===== src/rtl/fp_addsub_pipe.sv =====
`default_nettype none
// +--------------------------------------------------------------------------+
// | Module : fp_addsub_pipe                                                  |
// | Desc   : 3-stage floating-point add/sub, RNE, FTZ, flags, valid/ready.   |
// | Rev    : 1.0  initial release                                            |
// +--------------------------------------------------------------------------+
module fp_addsub_pipe #(
    parameter int EXPONENT_WIDTH = 5,
    parameter int MANTISSA_WIDTH = 10
) (
    input  logic                                     clk,
    input  logic                                     rst_n,
    input  logic                                     in_valid,
    output logic                                     in_ready,
    input  logic                                     op,
    input  logic [EXPONENT_WIDTH+MANTISSA_WIDTH:0]   A_FP,
    input  logic [EXPONENT_WIDTH+MANTISSA_WIDTH:0]   B_FP,
    output logic                                     out_valid,
    input  logic                                     out_ready,
    output logic                                     sign,
    output logic [EXPONENT_WIDTH-1:0]                exponent,
    output logic [MANTISSA_WIDTH-1:0]                mantissa,
    output logic [3:0]                               flags
);
    localparam int E  = EXPONENT_WIDTH;
    localparam int M  = MANTISSA_WIDTH;
    localparam int W  = E + M + 1;
    localparam int SW = M + 4;
    localparam int LW = $clog2(SW + 1);
    localparam int XW = E + LW + 2;
    localparam logic [E-1:0]          C_EXP_ONES  = '1;
    localparam logic [M-1:0]          C_QNAN_FRAC = {1'b1, {(M-1){1'b0}}};
    localparam logic [E-1:0]          C_ALIGN_LIM = E'(M + 3);
    localparam logic signed [XW-1:0]  C_ONE_S     = XW'(1);
    localparam logic signed [XW-1:0]  C_ZERO_S    = XW'(0);
    localparam logic signed [XW-1:0]  C_EXP_OVF   = XW'((1 << E) - 1);

    logic w_en;
    assign w_en     = !(out_valid && !out_ready);
    assign in_ready = w_en;

    // ---------------- Stage 1: unpack, classify, swap ----------------
    logic          w_sa, w_sb, w_sub, w_a_ge;
    logic [E-1:0]  w_ea, w_eb;
    logic [M-1:0]  w_fa, w_fb, w_fa_z, w_fb_z;
    logic          w_zero_a, w_zero_b, w_nan_a, w_nan_b, w_inf_a, w_inf_b;
    logic          w_spec, w_spec_inv;
    logic [W-1:0]  w_spec_res;

    assign {w_sa, w_ea, w_fa} = A_FP;
    assign w_sb     = B_FP[E+M] ^ op;
    assign w_eb     = B_FP[E+M-1:M];
    assign w_fb     = B_FP[M-1:0];
    assign w_sub    = w_sa ^ w_sb;
    assign w_zero_a = (w_ea == '0);
    assign w_zero_b = (w_eb == '0);
    assign w_fa_z   = w_zero_a ? '0 : w_fa;
    assign w_fb_z   = w_zero_b ? '0 : w_fb;
    assign w_nan_a  = (w_ea == C_EXP_ONES) && (w_fa != '0);
    assign w_nan_b  = (w_eb == C_EXP_ONES) && (w_fb != '0);
    assign w_inf_a  = (w_ea == C_EXP_ONES) && (w_fa == '0);
    assign w_inf_b  = (w_eb == C_EXP_ONES) && (w_fb == '0);
    assign w_a_ge   = {w_ea, w_fa_z} >= {w_eb, w_fb_z};

    always_comb begin
        w_spec     = 1'b1;
        w_spec_inv = 1'b0;
        w_spec_res = '0;
        if (w_nan_a || w_nan_b || (w_inf_a && w_inf_b && w_sub)) begin
            w_spec_res = {1'b0, C_EXP_ONES, C_QNAN_FRAC};
            w_spec_inv = 1'b1;
        end else if (w_inf_a) begin
            w_spec_res = {w_sa, C_EXP_ONES, {M{1'b0}}};
        end else if (w_inf_b) begin
            w_spec_res = {w_sb, C_EXP_ONES, {M{1'b0}}};
        end else if (w_zero_a && w_zero_b) begin
            w_spec_res = {w_sa & w_sb, {(E+M){1'b0}}};
        end else begin
            w_spec = 1'b0;
        end
    end

    logic          r1_valid, r1_spec, r1_spec_inv, r1_sign, r1_sub;
    logic [W-1:0]  r1_spec_res;
    logic [E-1:0]  r1_ex, r1_ey;
    logic [M:0]    r1_mx, r1_my;

    always_ff @(posedge clk or negedge rst_n) begin
        if (!rst_n) begin
            r1_valid <= 1'b0;  r1_spec <= 1'b0;  r1_spec_inv <= 1'b0;
            r1_sign  <= 1'b0;  r1_sub  <= 1'b0;  r1_spec_res <= '0;
            r1_ex    <= '0;    r1_ey   <= '0;    r1_mx <= '0;  r1_my <= '0;
        end else if (w_en) begin
            r1_valid    <= in_valid;
            r1_spec     <= w_spec;
            r1_spec_inv <= w_spec_inv;
            r1_spec_res <= w_spec_res;
            r1_sub      <= w_sub;
            r1_sign     <= w_a_ge ? w_sa : w_sb;
            r1_ex       <= w_a_ge ? w_ea : w_eb;
            r1_ey       <= w_a_ge ? w_eb : w_ea;
            r1_mx       <= w_a_ge ? {~w_zero_a, w_fa_z} : {~w_zero_b, w_fb_z};
            r1_my       <= w_a_ge ? {~w_zero_b, w_fb_z} : {~w_zero_a, w_fa_z};
        end
    end

    // ---------------- Stage 2: align with G/R/S, add/sub ----------------
    logic [E-1:0]     w_diff;
    logic [2*M+3:0]   w_ysh;
    logic [SW-1:0]    w_xal, w_yal;
    logic [SW:0]      w_sum;

    assign w_diff = r1_ex - r1_ey;
    assign w_ysh  = {r1_my, {(M+3){1'b0}}} >> w_diff;
    assign w_xal  = {r1_mx, 3'b000};
    assign w_yal  = (w_diff >= C_ALIGN_LIM) ? {{(SW-1){1'b0}}, |r1_my}
                                            : {w_ysh[2*M+3:M+1], w_ysh[M] | (|w_ysh[M-1:0])};
    assign w_sum  = r1_sub ? ({1'b0, w_xal} - {1'b0, w_yal}) : ({1'b0, w_xal} + {1'b0, w_yal});

    logic          r2_valid, r2_spec, r2_spec_inv, r2_sign;
    logic [W-1:0]  r2_spec_res;
    logic [E-1:0]  r2_exp;
    logic [SW:0]   r2_sum;

    always_ff @(posedge clk or negedge rst_n) begin
        if (!rst_n) begin
            r2_valid <= 1'b0;  r2_spec <= 1'b0;  r2_spec_inv <= 1'b0;
            r2_sign  <= 1'b0;  r2_spec_res <= '0;  r2_exp <= '0;  r2_sum <= '0;
        end else if (w_en) begin
            r2_valid    <= r1_valid;
            r2_spec     <= r1_spec;
            r2_spec_inv <= r1_spec_inv;
            r2_spec_res <= r1_spec_res;
            r2_sign     <= r1_sign;
            r2_exp      <= r1_ex;
            r2_sum      <= w_sum;
        end
    end

    // ---------------- Stage 3: normalise, round, pack ----------------
    logic [LW-1:0]           w_lz;
    logic [SW-1:0]           w_norm;
    logic signed [XW-1:0]    w_exp_n, w_exp_r;
    logic [M+1:0]            w_rnd;
    logic [M-1:0]            w_frac;
    logic                    w_rup, w_inexact;
    logic [W-1:0]            w_res;
    logic [3:0]              w_flg;

    always_comb begin
        w_lz = LW'(SW);
        for (int i = 0; i < SW; i++) begin
            if (r2_sum[i]) w_lz = LW'(SW - 1 - i);
        end
        if (r2_sum[SW]) begin
            w_norm  = {r2_sum[SW:2], r2_sum[1] | r2_sum[0]};
            w_exp_n = $signed({{(XW-E){1'b0}}, r2_exp}) + C_ONE_S;
        end else begin
            w_norm  = r2_sum[SW-1:0] << w_lz;
            w_exp_n = $signed({{(XW-E){1'b0}}, r2_exp}) - $signed({{(XW-LW){1'b0}}, w_lz});
        end
        w_inexact = |w_norm[2:0];
        w_rup     = w_norm[2] & (w_norm[1] | w_norm[0] | w_norm[3]);
        w_rnd     = {1'b0, w_norm[SW-1:3]} + {{(M+1){1'b0}}, w_rup};
        // A carry out of rounding leaves an all-zero fraction one binade up
        w_frac    = w_rnd[M+1] ? w_rnd[M:1] : w_rnd[M-1:0];
        w_exp_r   = w_exp_n + (w_rnd[M+1] ? C_ONE_S : C_ZERO_S);

        w_res = {r2_sign, w_exp_r[E-1:0], w_frac};
        w_flg = {3'b000, w_inexact};
        if (r2_spec) begin
            w_res = r2_spec_res;
            w_flg = {r2_spec_inv, 3'b000};
        end else if (r2_sum == '0) begin
            w_res = '0;
            w_flg = 4'b0000;
        end else if (w_exp_r >= C_EXP_OVF) begin
            w_res = {r2_sign, C_EXP_ONES, {M{1'b0}}};
            w_flg = 4'b0101;
        end else if (w_exp_r <= C_ZERO_S) begin
            w_res = {r2_sign, {(E+M){1'b0}}};
            w_flg = 4'b0011;
        end
    end

    logic          r3_valid;
    logic [W-1:0]  r3_res;
    logic [3:0]    r3_flags;

    always_ff @(posedge clk or negedge rst_n) begin
        if (!rst_n) begin
            r3_valid <= 1'b0;
            r3_res   <= '0;
            r3_flags <= '0;
        end else if (w_en) begin
            r3_valid <= r2_valid;
            r3_res   <= w_res;
            r3_flags <= w_flg;
        end
    end

    assign out_valid                  = r3_valid;
    assign {sign, exponent, mantissa} = r3_res;
    assign flags                      = r3_flags & {4{r3_valid}};

endmodule
`default_nettype wire


===== config.mk =====
export PLATFORM = sky130hd
export DESIGN_NAME = fp_addsub_pipe
export DESIGN_NICKNAME = d
export VERILOG_FILES = /design/src/rtl/fp_addsub_pipe.sv
export SDC_FILE = /design/constraint.sdc
export NUM_CORES = 1
export LEC_CHECK = 0
export CELL_PAD_IN_SITES_DETAIL_PLACEMENT = 1
export CELL_PAD_IN_SITES_GLOBAL_PLACEMENT = 2
export CORE_ASPECT_RATIO = 0.5
export CORE_MARGIN = 1
export CORE_UTILIZATION = 32
export CTS_CLUSTER_DIAMETER = 100
export DETAILED_ROUTE_END_ITERATION = 16
export PLACE_DENSITY_LB_ADDON = 0.3
export SLEW_MARGIN = 40
export SYNTH_ARGS = -nofsm -noshare
export SYNTH_HDL_FRONTEND = slang
export SYNTH_SLANG_ARGS = --single-unit

===== constraint.sdc =====
create_clock -name clk -period 4.85 [get_ports clk]
set_input_delay 0.97 -clock clk [delete_from_list [all_inputs] [get_ports clk]]
set_output_delay 0.97 -clock clk [all_outputs]
set_load 0.005 [all_outputs]

==> impl_metrics.yaml <==
floorplanning:
  die_width_um: 222
  io_pins: 59
  rows: 39
  die_y_um: 112
  initial_core_util_pct: 33.3
  fp.dieArea_um2: 24900
  fp.coreArea_um2: 23300
critical_path:
  slowest_delay_ns: 0.41
  crit_slowest_cell: "or3b_4"
  critPathRequiredTime_ns: 5.08
  cp_cell_sequence: "buf_4 -> o311a_4 -> o21ai_4 -> mux2i_2 -> a211o_1 -> a221oi_4 -> o2111ai_2 -> nor4_4 -> ha_2 -> ha_4 -> nand2_1 -> or3b_4 -> and2_1 -> a31oi_2 -> o22ai_2 -> buf_4 -> o41ai_2 -> o21ai_1"
  crit_path_end_kind: "flop"
  crit_fanout: 7
  r2r-end: "r3_flags[0]$_DFFE_PN0N_"
  crit_arrival_ns: 4.89
  path_class: "reg2reg"
  startpoint_type: "flop"
  reg2reg_depth: 18
  cp_common_cell: "buf_4"
  rrSetupSlack_ns: 0.18
  r2r-start: "r2_sum[2]$_DFFE_PN0N_"
routing:
  routedWlPerCell_um: 19.3
  viasPerCell: 5.55
  ant_nets: 0
  wl_met1_um: 14000
  met3_length_um: 574
  wl_um: 27100
  wl_met2_um: 12200
  drtIter0Drc: 512
  vias: 7778
  drc: 0
  routed.top_layer: "met4"
  firstDrtPassIters: 4
clock_tree:
  clockBufferDepth: 2
  path_clk_slew_ns: 0.07
  clk_latency_ns: 0.36
  tritoncts: "done"
  root_buffer: "clkbuf_16"
  cts_num_sinks: 86
  htreeDepth: 3
  numCtsBuffers: 9
logic_synthesis:
  synth-edff-count: 0
  ys_types: 79
  yosysWarnings: 0
  syn_area_per_cell_um2: 7.85
  synth_cells: 989
  synthArstFlopShare_pct: 100
  syn-num-nets: 1081
  synthFlopType: "dfrtp_1"
  ys_ff_latch: 86
  syn-cell-area_um2: 7770
  seq_area_frac_synth_pct: 27.7
cells_and_area:
  n_antenna_cell: 0
  drive_gt1_share_pct: 16.3
  finalInstanceArea_um2: 9690
  mostFrequentLayoutCells: "nand2_1 (148), buf_4 (85), dfrtp_1 (83)"
  final_common_cell: "nand2_1"
  nets: 1183
  syn_to_final_growth_pct: 24.7
placement:
  gp_congestion: 0.894
  io_buffer_count: 58
  dpl_cell_area_um2: 9070
  dpl.hpwl_um: 21400
global_route:
  first_global_vias: 7915
  grt_pass1_wl_um: 43800
  grt_max_degree: 70
  overflow: 0
  antenna_found_initial: 0
  track_usage_pct: 22.0
sta:
  fin_crit_sh_pct: 96.2
  fin_crit_ns: 4.67
  fin_setup_tns_ns: 0
  hold_viol: 0
  worst_slew_pin_slew_ns: 0.702
  fmaxAchievable_mhz: 214
  drv_slew: 0
  setup_viol: 0
  fin_skew_ns: 0.00759
  max_slew_margin_pct: 53.2
power:
  powerDensity_nw_per_um2: 749
  p_leak_nw: 4.27
  p_int_mw: 3.67
  vdd_drop_max_v: 0.000215
  switching_share_pct: 49.5
  p_sw_mw: 3.59
  seqPwrFrac_pct: 17.9
  clock_power_share_pct: 9.1
  comb_power_share_pct: 73.0
flow_run:
  maxCapViolCount: 0
outcome:
  outcome: "complete, no violations"
worst_hold_path:
  hold_class: "in2async"
==> worst max-delay path by stage <==
stage	cells after the start	slack, ns	startpoint	to
floorplan	20	0.03	r2_sum[2]$_DFFE_PN0N_	r3_res[2]$_DFFE_PN0N_
global placement	17	0.1	r2_sum[12]$_DFFE_PN0N_	r3_flags[0]$_DFFE_PN0N_
detailed placement	18	-0.19	r2_sum[9]$_DFFE_PN0N_	r3_flags[0]$_DFFE_PN0N_
CTS	18	0.004	r2_sum[9]$_DFFE_PN0N_	r3_res[9]$_DFFE_PN0N_
global route	18	-0.01	r2_sum[2]$_DFFE_PN0N_	r3_flags[0]$_DFFE_PN0N_
finish	18	0.18	r2_sum[2]$_DFFE_PN0N_	r3_flags[0]$_DFFE_PN0N_
==> stage by stage <==
step	power [mW]	worst slack, ns	std cells	hold WS (ns)	utilization [%]
floorplan	4.48	0.0284	989	0.430	-
global placement	6.15	0.0966	1369	0.442	38.9
detailed placement	6.22	-0.190	1369	0.458	38.9
CTS	6.99	0.00388	1388	0.473	40.4
global route	7.88	-0.0105	1402	0.464	41.5
finish	7.26	0.185	1402	0.468	41.5
==> Yosys cell counts, types with 5 or more instances <==
master	count	area share, %
nand3_1	38	2.4
dfrtp_1	86	28
nor3b_1	5	0.48
o21a_1	6	0.58
clkbuf_1	43	2.1
ha_1	52	8.4
and2_1	14	1.1
a221o_1	9	1.2
buf_2	8	0.52
mux2i_1	17	2.2
inv_1	53	2.6
nand2_1	148	7.2
nor2b_1	15	1.2
a22oi_1	9	0.87
o21ai_0	46	3.0
o21bai_1	6	0.58
nand2b_1	9	0.72
nor2_1	78	3.8
or3_1	13	1.0
a21o_1	19	1.8
nor4_1	13	1.0
o221ai_1	6	0.68
a32oi_1	5	0.56
a211oi_1	7	0.68
a22o_1	6	0.68
a2111oi_0	7	0.79
nand4_1	11	0.89
a21oi_1	53	3.4
o22ai_1	5	0.40
nor3_1	20	1.3
o31ai_1	6	0.58
mux2_2	11	1.6
a31oi_1	14	1.1
xnor2_1	24	2.7
o211ai_1	31	3.0
xor2_1	6	0.68
and3_1	20	1.6
==> area by class of cell <==
| cell class | count | area (µm²) |
|---|---|---|
| clock buffer | 9 | 225 |
| fill | 2793 | 13600 |
| clock inverter | 6 | 45.0 |
| timing repair buffer | 145 | 1260 |
| inverter | 56 | 216 |
| tap | 307 | 384 |
| sequential | 86 | 2160 |
| timing repair inverter | 1 | 5.00 |
| multi-input combinational | 792 | 5400 |
==> timing repair <==
item,in CTS,in global routing
hold buffers,0,0
cloned,0,1
buffers inserted,4,12
pin swaps,6,14
endpoints found under the setup margin,16,21
gates resized for setup,9,40
==> flip-flops by register name (all words and copies together) (netlist names), 4 cells and up <==
| signal | flops |
|---|---|
| r2_exp | 5 |
| r2_sum | 15 |
| r3_res | 16 |
| r1_my | 11 |
| r3_flags | 4 |
| r1_mx | 11 |
| r1_ey | 5 |
| r1_ex | 5 |
==> worst max-delay path, delay by kind of cell (launching register included) <==
kind	cells	cell delay, ns
muxes	1	0.12
DFF	1	0.40
adders and majority gates	2	0.41
and+or+nand+nor	4	1.03
AOI/OAI and AO/OA	9	2.22
buffers and inverters	2	0.34
==> power groups by stage <==
stage | Combinational [mW] | Clock, mW | Sequential [mW]
detailed placement | 4.93 | 0 | 1.29
CTS | 5.03 | 0.678 | 1.28
global placement | 4.87 | 0 | 1.28
global route | 5.84 | 0.705 | 1.34
finish | 5.30 | 0.659 | 1.30
floorplan | 3.33 | 0 | 1.15
==> cell families after synthesis <==
| group | Yosys count | synth area share, % |
|---|---|---|
| AND/OR/NAND/NOR | 400 | 24.6 |
| AO/OA/AOI/OAI | 275 | 24.8 |
| buffers and inverters | 111 | 5.56 |
| flip-flops | 86 | 27.7 |
| adder cells (fa/ha/maj) | 55 | 9.15 |
| multiplexers | 32 | 4.80 |
| XOR/XNOR | 30 | 3.38 |
==> layer usage <==
layer	vias up	global-route usage (%)
li1	3814	-
met1	3857	31.8
met2	86	34.9
met3	21	3.06
met4	0	4.97
met5	-	0
Power figures use the tool's default switching activity.
